--- config.mk ---
export PLATFORM = sky130hd
export DESIGN_NAME = fir_tap_mac_engine
export DESIGN_NICKNAME = d
export VERILOG_FILES = /design/src/rtl/fir_pkg.sv /design/src/rtl/fir_coef_bank.sv /design/src/rtl/signedApproxMult.sv /design/src/rtl/fir_tap_mac_engine.sv
export SDC_FILE = /design/constraint.sdc
export NUM_CORES = 1
export LEC_CHECK = 0
export CORE_MARGIN = 2
export CORE_UTILIZATION = 40
export DETAILED_ROUTE_END_ITERATION = 10
export PLACE_DENSITY_LB_ADDON = 0.12
export SLEW_MARGIN = 15
export SYNTH_ARGS = -nofsm -noshare
export SYNTH_HDL_FRONTEND = slang
export SYNTH_HIERARCHICAL = 1
export SYNTH_SLANG_ARGS = --single-unit
--- constraint.sdc ---
create_clock -name clk -period 27 [get_ports clk]
set_input_delay 6.75 -clock clk [delete_from_list [all_inputs] [get_ports clk]]
set_output_delay 6.75 -clock clk [all_outputs]
set_load 0.02 [all_outputs]
--- src/rtl/fir_pkg.sv ---
// Shared definitions for the FIR tap MAC engine: default sizes, FSM encoding
// and the accumulator-to-output saturation helper.
package fir_pkg;

   localparam int NTAPS_D  = 16;
   localparam int DW_D     = 8;
   localparam int ACCW_D   = 24;
   localparam int OUTW_D   = 16;
   localparam int OSHIFT_D = 0;

   typedef enum logic [1:0] {
      ST_IDLE = 2'd0,
      ST_MAC  = 2'd1,
      ST_OUT  = 2'd2
   } fir_state_t;

   // Arithmetic shift (floor toward -inf) then clamp into the signed output range.
   function automatic logic signed [OUTW_D-1:0] sat_acc(input logic signed [ACCW_D-1:0] acc,
                                                        input int unsigned oshift);
      logic signed [ACCW_D-1:0] s;
      logic signed [ACCW_D-1:0] smax;
      logic signed [ACCW_D-1:0] smin;
      smax = {{(ACCW_D-OUTW_D+1){1'b0}}, {(OUTW_D-1){1'b1}}};
      smin = {{(ACCW_D-OUTW_D+1){1'b1}}, {(OUTW_D-1){1'b0}}};
      s    = acc >>> oshift;
      if (s > smax) begin
         return smax[OUTW_D-1:0];
      end else if (s < smin) begin
         return smin[OUTW_D-1:0];
      end else begin
         return s[OUTW_D-1:0];
      end
   endfunction

endpackage

--- src/rtl/fir_coef_bank.sv ---
// Coefficient register file: written only while the engine is idle so a filter
// pass always sees one consistent coefficient set; read combinationally.
module fir_coef_bank
   import fir_pkg::*;
#(
   parameter int NTAPS = NTAPS_D,
   parameter int DW    = DW_D
) (
   input  logic                       clk,
   input  logic                       rst_n,
   input  logic                       i_idle,
   input  logic                       i_we,
   input  logic [$clog2(NTAPS)-1:0]   i_wr_addr,
   input  logic signed [DW-1:0]       i_wr_data,
   input  logic [$clog2(NTAPS)-1:0]   i_rd_addr,
   output logic signed [DW-1:0]       o_rd_data
);

   logic signed [DW-1:0] r_coef [NTAPS];

   // Coefficient storage with idle-gated write port
   always_ff @(posedge clk or negedge rst_n) begin
      if (!rst_n) begin
         for (int i = 0; i < NTAPS; i++) begin
            r_coef[i] <= {DW{1'b0}};
         end
      end else if (i_idle && i_we) begin
         r_coef[i_wr_addr] <= i_wr_data;
      end
   end

   assign o_rd_data = r_coef[i_rd_addr];

endmodule

--- src/rtl/signedApproxMult.sv ---
// Approximate 8x8 signed multiplier: each operand magnitude keeps only its four
// most significant bits, so products of operands below 16 in magnitude are exact.
module signedApproxMult (
   input  logic signed [7:0]  i_a,
   input  logic signed [7:0]  i_b,
   output logic signed [15:0] o_p
);

   function automatic logic [7:0] keep_msb4(input logic [7:0] m);
      logic [7:0] r;
      if (m[7]) begin
         r = m & 8'hF0;
      end else if (m[6]) begin
         r = m & 8'hF8;
      end else if (m[5]) begin
         r = m & 8'hFC;
      end else if (m[4]) begin
         r = m & 8'hFE;
      end else begin
         r = m;
      end
      return r;
   endfunction

   logic [7:0]  w_ma;
   logic [7:0]  w_mb;
   logic [15:0] w_mag;
   logic        w_neg;

   assign w_ma  = i_a[7] ? (8'd0 - $unsigned(i_a)) : $unsigned(i_a);
   assign w_mb  = i_b[7] ? (8'd0 - $unsigned(i_b)) : $unsigned(i_b);
   assign w_neg = i_a[7] ^ i_b[7];
   assign w_mag = {8'd0, keep_msb4(w_ma)} * {8'd0, keep_msb4(w_mb)};
   assign o_p   = w_neg ? $signed(16'd0 - w_mag) : $signed(w_mag);

endmodule

--- src/rtl/fir_tap_mac_engine.sv ---
// Time-multiplexed FIR engine: one sample in, NTAPS MAC cycles through a single
// approximate multiplier, one saturated output out per sample.
module fir_tap_mac_engine
   import fir_pkg::*;
#(
   parameter int NTAPS  = NTAPS_D,
   parameter int DW     = DW_D,
   parameter int ACCW   = ACCW_D,
   parameter int OUTW   = OUTW_D,
   parameter int OSHIFT = OSHIFT_D
) (
   input  logic                       clk,
   input  logic                       rst_n,
   input  logic                       in_valid,
   output logic                       in_ready,
   input  logic signed [DW-1:0]       in_data,
   input  logic                       coef_we,
   input  logic [$clog2(NTAPS)-1:0]   coef_addr,
   input  logic signed [DW-1:0]       coef_data,
   output logic                       out_valid,
   input  logic                       out_ready,
   output logic signed [OUTW-1:0]     out_data,
   output logic                       busy
);

   localparam int AW = $clog2(NTAPS);
   localparam logic [AW-1:0] LAST_K = AW'(NTAPS - 1);

   fir_state_t            r_state;
   fir_state_t            w_state_nxt;
   logic signed [DW-1:0]  r_dly [NTAPS];
   logic [AW-1:0]         r_k;
   logic signed [ACCW-1:0] r_acc;
   logic signed [ACCW-1:0] w_acc_nxt;
   logic signed [2*DW-1:0] w_prod;
   logic signed [DW-1:0]  w_coef;
   logic                  r_in_ready;
   logic                  r_out_valid;
   logic                  r_busy;
   logic signed [OUTW-1:0] r_out_data;
   logic                  w_accept;
   logic                  w_last;

   assign w_accept  = in_valid & r_in_ready & (r_state == ST_IDLE);
   assign w_last    = (r_k == LAST_K);
   assign w_acc_nxt = r_acc + {{(ACCW-2*DW){w_prod[2*DW-1]}}, w_prod};

   fir_coef_bank #(.NTAPS(NTAPS), .DW(DW)) u_coef_bank (
      .clk       (clk),
      .rst_n     (rst_n),
      .i_idle    (r_state == ST_IDLE),
      .i_we      (coef_we),
      .i_wr_addr (coef_addr),
      .i_wr_data (coef_data),
      .i_rd_addr (r_k),
      .o_rd_data (w_coef)
   );

   signedApproxMult u_mult (
      .i_a (r_dly[r_k]),
      .i_b (w_coef),
      .o_p (w_prod)
   );

   // Next-state decode for the IDLE -> MAC -> OUT -> IDLE sequence
   always_comb begin
      w_state_nxt = r_state;
      case (r_state)
         ST_IDLE: begin
            if (w_accept) w_state_nxt = ST_MAC;
            else          w_state_nxt = ST_IDLE;
         end
         ST_MAC: begin
            if (w_last) w_state_nxt = ST_OUT;
            else        w_state_nxt = ST_MAC;
         end
         ST_OUT: begin
            if (out_ready) w_state_nxt = ST_IDLE;
            else           w_state_nxt = ST_OUT;
         end
         default: w_state_nxt = ST_IDLE;
      endcase
   end

   // State register and registered handshake/status outputs
   always_ff @(posedge clk or negedge rst_n) begin
      if (!rst_n) begin
         r_state     <= ST_IDLE;
         r_in_ready  <= 1'b0;
         r_out_valid <= 1'b0;
         r_busy      <= 1'b0;
      end else begin
         r_state     <= w_state_nxt;
         r_in_ready  <= (w_state_nxt == ST_IDLE);
         r_out_valid <= (w_state_nxt == ST_OUT);
         r_busy      <= (w_state_nxt != ST_IDLE);
      end
   end

   // Delay line, tap counter, accumulator and output register
   always_ff @(posedge clk or negedge rst_n) begin
      if (!rst_n) begin
         for (int i = 0; i < NTAPS; i++) begin
            r_dly[i] <= {DW{1'b0}};
         end
         r_k        <= {AW{1'b0}};
         r_acc      <= {ACCW{1'b0}};
         r_out_data <= {OUTW{1'b0}};
      end else begin
         case (r_state)
            ST_IDLE: begin
               if (w_accept) begin
                  r_dly[0] <= in_data;
                  for (int i = 1; i < NTAPS; i++) begin
                     r_dly[i] <= r_dly[i-1];
                  end
                  r_acc <= {ACCW{1'b0}};
                  r_k   <= {AW{1'b0}};
               end
            end
            ST_MAC: begin
               r_acc <= w_acc_nxt;
               r_k   <= r_k + {{(AW-1){1'b0}}, 1'b1};
               // Saturate from the final sum directly so OUT starts the next cycle
               if (w_last) r_out_data <= sat_acc(w_acc_nxt, OSHIFT);
            end
            default: begin
               r_k <= r_k;
            end
         endcase
      end
   end

   assign in_ready  = r_in_ready;
   assign out_valid = r_out_valid;
   assign out_data  = r_out_data;
   assign busy      = r_busy;

endmodule
==> summary.md, run 1 <==
| Metric | Value |
|---|---|
| Placer's final routability congestion estimate | 0.845 |
| Worst hold slack | around 0.48 ns |
| Syn Area/Cell | 11.7 µm² |
| Final Slew Violations | 0 |
| Clock root buffer | clkbuf_16 |
| Post-detailed-routing wire length | between 40000 and 50000 µm |
| Htree depth | 2 |
| Die X | between 200 and 250 µm |
| Post_cts resized | 0 |
| Largest cells by area after synthesis | dfrtp_1 (43%), mux2_2 (16%), mux4_2 (6.0%) |
| Core area | ~44000 µm² |
| Drt wl/cell | 18.9 µm |
| Largest net degree at the start of global routing | 177 |
| Unique masters post-synth | 80 |
| Max-slew headroom | 0.265 |
| Final worst path period share | 0.487 |
| Area after DPL | 18800 µm² |
| Post-Syn Area | 17900 µm² |
| R2R Setup Slk | approximately 14 ns |
| RSZ-0062 raised after global routing | false |
| Reg clk slew, reported paths | 0.05 ns |
| Seq cells post-synth | 305 |
| Fin util | 0.452 |
| Worst path slowest cell | dfrtp_4 |
| Syn Inst Count | 1531 |
| Nets | 1672 |
| Via density per instance | 5.41 |
| Ports | 44 |
| Die area | 46400 µm² |
| Post-synth EDFFs | 0 |
| Vias in the first global route | around 12000 |
| Antenna-violating nets left | 0 |
| Final setup viols | 0 |
| Worst setup EP type | register |
| Tmin final | 13.15 ns |
| Global-route wire length before repair | 67700 µm |
| Post-CTS Setup Repair Bufs | 0 |
| Main synth FF type | dfrtp_1 |
| Initial antenna violation count | 0 |
| TritonCTS buffer count | 37 |
| Crit Path Max Fanout | 47 |
| Std-Cell Rows | 77 |
| Delay-heaviest family, CP | adder cells |
| Yosys top cell by area | dfrtp_1 |
| Crit path DAT | around 14 ns |
| Synth top area share | 0.426 |
| Syn nets | 1656 |
| Quantity of I/O buffers inserted on ports | 43 |
| Register area share after synthesis | 0.426 |
| WS Path Type | register to register |
| Synth-to-layout area growth | 11.7% |
| Clk buf depth | 3 |
| Run status | finished clean |
| Die Span Y | 216 µm |
| Synth Warn # | 6 |
| DRT iter0 DRCs | 696 |
| Routed vias | 11700 |
| Max Cap Violations | 0 |
| Fin Setup TNS | 0 ns |
| Critical Path Source | r_k[0] |
| Post-layout instance area | 20000 µm² |
| Reg2reg start | r_k[0] |
| Most common cell after layout, fill and taps aside | dfrtp_1 |
| Drt drc | 0 |
| CTS sink cnt | 305 |
| Final hold viol count | 0 |
| Fill cell count | between 4000 and 5000 |
| First-pass DRT Iterations | 5 |
| Worst Setup Start Kind | register |
| Peak Freq | ~76 MHz |
| CP bufs+invs | 5 |
| DP Wirelength | between 20000 and 30000 µm |
| FFs w/ async S/R, synth | 1.00 |
| Slew at the pin with the worst max-slew slack | 1.09 ns |
| Layout cells sized above 1 | 0.272 |
| Fin Clk Skew | around 0.013 ns |
| Worst hold path startpoint | out_data[15] |
| Data required time of the worst path | 27.38 ns |
| CP peak stage delay | 1.02 ns |
| # diodes | 0 |
| Worst skew pair latency | 0.54 ns |
| CTS tree | done |
| HP Class | register to register |
| Hold buffer count at cts | 0 |
| Commonest cells after routing, fill and taps aside | dfrtp_1 (303), mux2_2 (259), nand2_1 (109), nor2_1 (91), inv_1 (79) |
| Total track usage | 0.182 |
| Starting Density | 0.405 |
| Total grt overflow | 0 |
==> worst paths after layout <==
| check | endpoint | cells after the start |
|---|---|---|
| setup / recovery | out_data[3] | 36 |
| hold / removal | out_data[15] | 2 |
| setup reg to reg | out_data[3] | 36 |
| hold reg to reg | out_data[15] | 2 |
| max in group asynchronous | r_k[0] | 2 |
| min in group asynchronous | u_coef_bank/r_coef[104] | 1 |
==> registers in the layout, indices dropped and copies added, names as in the netlist, 2 cells and up <==
signal,count
r_acc,24
u_coef_bank/r_coef,128
r_dly,128
out_data,16
r_state,2
r_k,4
==> worst register-to-register path, delay by kind of cell, from the launching register on <==
family / cells / cell delay (ns)
xor gates and xnor gates: 3 / 1.17
DFF: 1 / 1.02
adders and majority gates: 7 / 3.17
and+or+nand+nor: 11 / 2.84
AOI/OAI and AO/OA: 9 / 3.12
muxes: 1 / 0.62
buffers and inverters: 5 / 1.05
==> metal layers <==
layer | global-route usage | up-vias | routed length [µm]
met4 | 0.0446 | 0 | 769
met3 | 0.0292 | 51 | 1370
met5 | 0 | - | 0
met1 | 0.262 | 5945 | 20100
li1 | - | 5561 | -
met2 | 0.287 | 159 | 18600
==> through the flow <==
| step | cells | setup WS (ns) |
|---|---|---|
| after floorplan | 1531 | 16.20 |
| after global placement | 2100 | 14.06 |
| after detailed placement | 2100 | 13.79 |
| after CTS | 2164 | 13.78 |
| after global routing | 2164 | 12.87 |
| final | 2164 | 13.85 |
==> synthesized netlist by cell type (4+ instances only) <==
| cell type | number |
|---|---|
| fa_1 | 37 |
| mux2_2 | 259 |
| a31oi_1 | 4 |
| buf_6 | 4 |
| nand3_1 | 21 |
| o22ai_1 | 17 |
| and3_1 | 6 |
| buf_2 | 10 |
| o211ai_1 | 4 |
| nor3_1 | 9 |
| a21oi_1 | 46 |
| nand2b_1 | 25 |
| a221oi_1 | 9 |
| a21o_1 | 12 |
| a211oi_1 | 4 |
| o31ai_1 | 7 |
| xnor2_1 | 30 |
| mux2i_1 | 30 |
| nand4_1 | 6 |
| buf_1 | 8 |
| ha_1 | 63 |
| nand2_1 | 109 |
| xor2_1 | 23 |
| nor2_2 | 9 |
| dfrtp_1 | 305 |
| or2_2 | 10 |
| inv_1 | 79 |
| nor2b_1 | 12 |
| nor2_1 | 91 |
| a21oi_2 | 6 |
| nor4_1 | 5 |
| o21ai_0 | 57 |
| clkbuf_1 | 51 |
| nand3b_1 | 4 |
| mux4_2 | 48 |
| a22oi_1 | 24 |
| and2_1 | 6 |
| or3_1 | 16 |
==> logic make-up (layout without fill, tap and decap cells) <==
| kind of cell | after synthesis | count (layout) | share of synthesized area |
|---|---|---|---|
| multiplexers | 339 | 339 | 0.241 |
| AO/OA/AOI/OAI | 229 | 229 | 0.0891 |
| XOR/XNOR | 53 | 53 | 0.0259 |
| AND/OR/NAND/NOR | 349 | 349 | 0.0959 |
| adder cells (fa/ha/maj) | 100 | 100 | 0.0854 |
| flip-flops | 305 | 305 | 0.426 |
| buffers and inverters | 156 | 197 | 0.0358 |
==> cell type report <==
type                            instances  area, µm²  area share
Tap cell                              592        741      0.0370
Clock inverter                          9       77.6     0.00388
Multi-Input combinational cell       1070       9630       0.482
Sequential cell                       305       7640       0.382
Inverter                               79        297      0.0148
Timing Repair Buffer                   54        531      0.0265
Clock buffer                           55       1080      0.0542
Power of run 1 is not shown: default switching activity piles up to over one toggle a cycle in this logic, so the estimate is an artifact.
==> run 2: changes to the inputs <==
clock period = 11.4 ns   (was 27 ns; I/O delays follow)
==> run 2 against run 1 <==
Net effect:
- worst hold slack improved by 0.0087 ns
- sequential share of layout area fell by 1.0 points
- maximum frequency rose by 22%
- register-to-register slack got worse by 13 ns
- clock skew rose by 0.0077 ns
- final cell count rose by 2.2%
- flip-flop and latch count did not move
- global-route usage fell by 0.51 points
- count of clock-buffer cells in the layout rose by 3
- critical endpoint is now out_data[6]
- highest routed layer unchanged
==> summary.md, run 2 (synthesized netlist as in run 1, its figures left out) <==
| Metric | Value |
|---|---|
| Slew at the pin with the worst max-slew slack | between 1 and 1.5 ns |
| CTS tree | done |
| Starting Density | 0.405 |
| Tmin final | 10.74 ns |
| Worst hold slack | 0.488 ns |
| Largest registers | r_dly x128, u_coef_bank/r_coef x128, r_acc x24 |
| Run status | finished clean |
| Clock root buffer | clkbuf_16 |
| Clk buf depth | 3 |
| CTS sink cnt | 305 |
| Max Cap Violations | 0 |
| WS Path Type | register to register |
| Hold buffer count at cts | 0 |
| Drt wl/cell | 18.1 µm |
| Ports | 44 |
| Placer's final routability congestion estimate | 0.869 |
| Total track usage | 0.177 |
| Antenna-violating nets left | 0 |
| TritonCTS buffer count | 38 |
| Routed vias | 11900 |
| Fin Setup TNS | 0 ns |
| HP Class | register to register |
| Synth-to-layout area growth | 14.7% |
| Vias in the first global route | 12200 |
| Initial antenna violation count | 0 |
| Area after DPL | 19100 µm² |
| Max-slew headroom | 0.298 |
| Die X | 216 µm |
| Worst Setup Start Kind | register |
| DP Wirelength | 28200 µm |
| Commonest cells after routing, fill and taps aside | dfrtp_1 (303), mux2_2 (259), nand2_1 (109), nor2_1 (91), inv_1 (79) |
| Largest net degree at the start of global routing | about 170 |
| Quantity of I/O buffers inserted on ports | 43 |
| Final Slew Violations | 0 |
| Reg clk slew, reported paths | 0.06 ns |
| First-pass DRT Iterations | 4 |
| Die area | about 46000 µm² |
| Crit path DAT | 11.17 ns |
| Via density per instance | 5.36 |
| Data required time of the worst path | 11.83 ns |
| CP bufs+invs | 6 |
| Final worst path period share | 0.942 |
| Worst skew pair latency | between 0.5 and 0.6 ns |
| Core area | 44200 µm² |
| Setup slack after layout | 0.659 ns |
| CP peak stage delay | 0.68 ns |
| Post-layout instance area | 20500 µm² |
| Fin Clk Skew | 0.0210 ns |
| Std-Cell Rows | 77 |
| Layout cells sized above 1 | 0.298 |
| Worst path slowest cell | or4b_1 |
| Pre-CTS setup slack | between 0.15 and 0.2 ns |
| Delay-heaviest family, CP | compound AO/OA/AOI/OAI gates |
| Total grt overflow | 0 |
| Post-detailed-routing wire length | 40100 µm |
| Nets | 1716 |
| Worst setup EP type | register |
| Peak Freq | 93.1 MHz |
| Final setup viols | 0 |
| Most common cell after layout, fill and taps aside | dfrtp_1 |
| Global-route wire length before repair | 66500 µm |
| Most frequent CP cell | fa_1 |
| Drt drc | 0 |
| RSZ-0062 raised after global routing | false |
| Die Span Y | 216 µm |
| Crit Path Max Fanout | 17 |
| DRT iter0 DRCs | 558 |
| # diodes | 0 |
| Final hold viol count | 0 |
| Htree depth | 2 |
==> run 2: cell types whose count changed in the layout (fill, tap and decap cells not counted), sizes merged <==
cell and change:
buf +43, bufinv +2, clkbuf +3, clkinvlp +2
inv -2
==> run 2: metal layers <==
| layer | GRT usage | vias to the layer above | part of all wire |
|---|---|---|---|
| li1 | - | 5626 | - |
| met1 | 0.248 | 6037 | 0.48 |
| met2 | 0.287 | 135 | 0.47 |
| met3 | 0.0286 | 52 | 0.031 |
| met4 | 0.0430 | 0 | 0.019 |
| met5 | 0 | - | 0 |
==> run 2: cell type report <==
cell class | instances | area, µm²
inverters | 79 | 297
fillers | 4065 | 23700
clock inverters | 11 | 139
flip-flops and latches | 305 | 7640
well taps | 592 | 741
multi-input cells | 1070 | 9680
clock buffers | 58 | 1150
repair buffers | 97 | 891
==> run 2: path summary, 6_finish.rpt <==
check | slack [ns] | cells after the start | to | from
worst max-delay path | 0.66 | 36 | out_data[6] | r_k[0]
worst min-delay path | 0.49 | 1 | u_coef_bank/r_coef[90] | u_coef_bank/r_coef[90]
worst max register to register | 0.66 | 36 | out_data[6] | r_k[0]
worst min register to register | 0.49 | 1 | u_coef_bank/r_coef[90] | u_coef_bank/r_coef[90]
max in group asynchronous | 6.91 | 3 | u_coef_bank/r_coef[99] | rst_n
min in group asynchronous | 2.25 | 1 | u_coef_bank/r_coef[88] | rst_n
==> run 2: per-stage QoR <==
stage          cells  utilization
2_1_floorplan   1531            -
3_3_place_gp    2134        0.433
3_5_place_dp    2134        0.433
4_1_cts         2203        0.462
5_1_grt         2212        0.464
6_report        2212        0.464
==> run 2: repair_timing <==
action / CTS / global route
gates resized for setup: 0 / 10
buffers inserted: 0 / 9
endpoints found under the setup margin: 0 / 15
Power of run 2 is left out for the same reason.
==> run 3: changes to the inputs <==
SETUP_SLACK_MARGIN = 0.15   (was unset)
==> run 3 against run 2 <==
Net effect:
- clock skew hardly changed
- die area did not move
- final cell count barely moved
- critical path depth increased by 3
- flip-flop and latch count unchanged
- utilization rose by 0.071 points
- global-route usage unchanged
- wire length barely moved
- worst hold slack barely moved
==> summary.md, run 3 (synthesized netlist as in run 1, its figures left out) <==
| Metric | Value |
|---|---|
| Run status | finished clean |
| Crit Path Max Fanout | 17 |
| Die area | 46400 µm² |
| CP peak stage delay | 0.53 ns |
| Final worst path period share | 0.929 |
| TritonCTS buffer count | 38 |
| Nets | 1716 |
| Die X | 216 µm |
| Max-slew headroom | 0.297 |
| HP Class | register to register |
| Global-route wire length before repair | around 66000 µm |
| Via density per instance | 5.36 |
| Clock root buffer | clkbuf_16 |
| Routed vias | 11900 |
| DRT iter0 DRCs | 525 |
| Most common cell after layout, fill and taps aside | dfrtp_1 |
| Ports | 44 |
| Area of the multi-input gates | 9700 µm² |
| Reg clk slew, reported paths | about 0.06 ns |
| Register cell area after layout | 7640 µm² |
| Total grt overflow | 0 |
| Synth-to-layout area growth | 14.9% |
| Initial antenna violation count | 0 |
| Final hold viol count | 0 |
| Fin Clk Skew | 0.0212 ns |
| Core area | 44200 µm² |
| Vias in the first global route | 12200 |
| Layout cells sized above 1 | 0.301 |
| Fin Setup TNS | 0 ns |
| Largest registers | r_dly x128, u_coef_bank/r_coef x128, r_acc x24 |
| Worst Setup Start Kind | register |
| Pre-CTS setup slack | around 0.19 ns |
| Clk buf depth | 3 |
| Std-Cell Rows | slightly below 80 |
| Post-layout instance area | 20600 µm² |
| Final setup viols | 0 |
| Worst path slowest cell | dfrtp_4 |
| Die Span Y | roughly 220 µm |
| Crit path DAT | 11.03 ns |
| Largest net degree at the start of global routing | 174 |
| Area after DPL | 19100 µm² |
| WS Path Type | register to register |
| First-pass DRT Iterations | 5 |
| Commonest cells after routing, fill and taps aside | dfrtp_1 (303), mux2_2 (259), nand2_1 (109), nor2_1 (90), inv_1 (79) |
| Slew at the pin with the worst max-slew slack | 1.06 ns |
| Final Slew Violations | 0 |
| Tmin final | between 10 and 15 ns |
| Antenna-violating nets left | 0 |
| Setup slack after layout | roughly 0.81 ns |
| CTS tree | done |
| Quantity of I/O buffers inserted on ports | between 40 and 50 |
| Post-detailed-routing wire length | roughly 40000 µm |
| CTS sink cnt | 305 |
| Data required time of the worst path | 11.83 ns |
| RSZ-0062 raised after global routing | false |
| Worst skew pair latency | roughly 0.55 ns |
| Peak Freq | 94.4 MHz |
| DP Wirelength | approximately 28000 µm |
| Worst setup EP type | register |
| Max Cap Violations | 0 |
| Fill cell count | 4058 |
| Starting Density | 0.405 |
| Drt drc | 0 |
| Htree depth | 2 |
| Placer's final routability congestion estimate | 0.869 |
| Total track usage | 0.177 |
| Drt wl/cell | roughly 18 µm |
[run 3: cell types whose count changed in the layout (fill, tap and decap cells not counted), sizes merged]
cell / before / now
diode: 0 / 1
[run 3: metrics by stage]
| step | std cells | utilization | hold slack, ns |
|---|---|---|---|
| after floorplan | 1531 | - | 0.459 |
| after global placement | 2134 | 0.433 | 0.470 |
| after detailed placement | 2134 | 0.433 | 0.471 |
| after CTS | 2203 | 0.462 | 0.493 |
| after global routing | 2212 | 0.465 | 0.504 |
| final | 2213 | 0.465 | 0.488 |
[run 3: layout make-up]
cell class	instances	area share
multi-input combinational	1070	0.472
sequential	305	0.372
clock buffer	58	0.0559
timing repair buffer	97	0.0433
tap	592	0.0360
inverter	79	0.0144
clock inverter	11	0.00675
antenna	1	0.000122
[run 3: worst paths after layout]
kind / start / to / slack [ns] / cells past startpoint
setup / recovery: r_k[0] / out_data[6] / 0.81 / 39
hold / removal: u_coef_bank/r_coef[90] / u_coef_bank/r_coef[90] / 0.49 / 1
setup reg to reg: r_k[0] / out_data[6] / 0.81 / 39
hold reg to reg: u_coef_bank/r_coef[90] / u_coef_bank/r_coef[90] / 0.49 / 1
max in group asynchronous: rst_n / u_coef_bank/r_coef[99] / 6.90 / 3
min in group asynchronous: rst_n / u_coef_bank/r_coef[77] / 2.25 / 1
[run 3: worst max-delay path, delay by kind of cell (launching register included)]
family                     cells  cell delay [ns]
DFF                            1             0.53
buffers and inverters          8             1.00
xor gates and xnor gates       3             0.71
and+or+nand+nor                8             1.45
muxes                          1             0.49
adders and majority gates      7             2.93
AOI/OAI and AO/OA             12             3.32
[run 3: layer usage]
| metal | part of all wire | vias to the layer above | track usage |
|---|---|---|---|
| li1 | - | 5629 | - |
| met4 | 0.019 | 0 | 0.0430 |
| met5 | 0 | - | 0 |
| met2 | 0.47 | 147 | 0.287 |
| met3 | 0.032 | 52 | 0.0286 |
| met1 | 0.47 | 6029 | 0.248 |
[run 3: timing repair]
action / CTS / global route
resized for setup: 0 / 18
hold buffers: 0 / 0
buffers inserted: 0 / 9
endpoints found under the setup margin: 0 / 16
Power of run 3 is left out for the same reason.
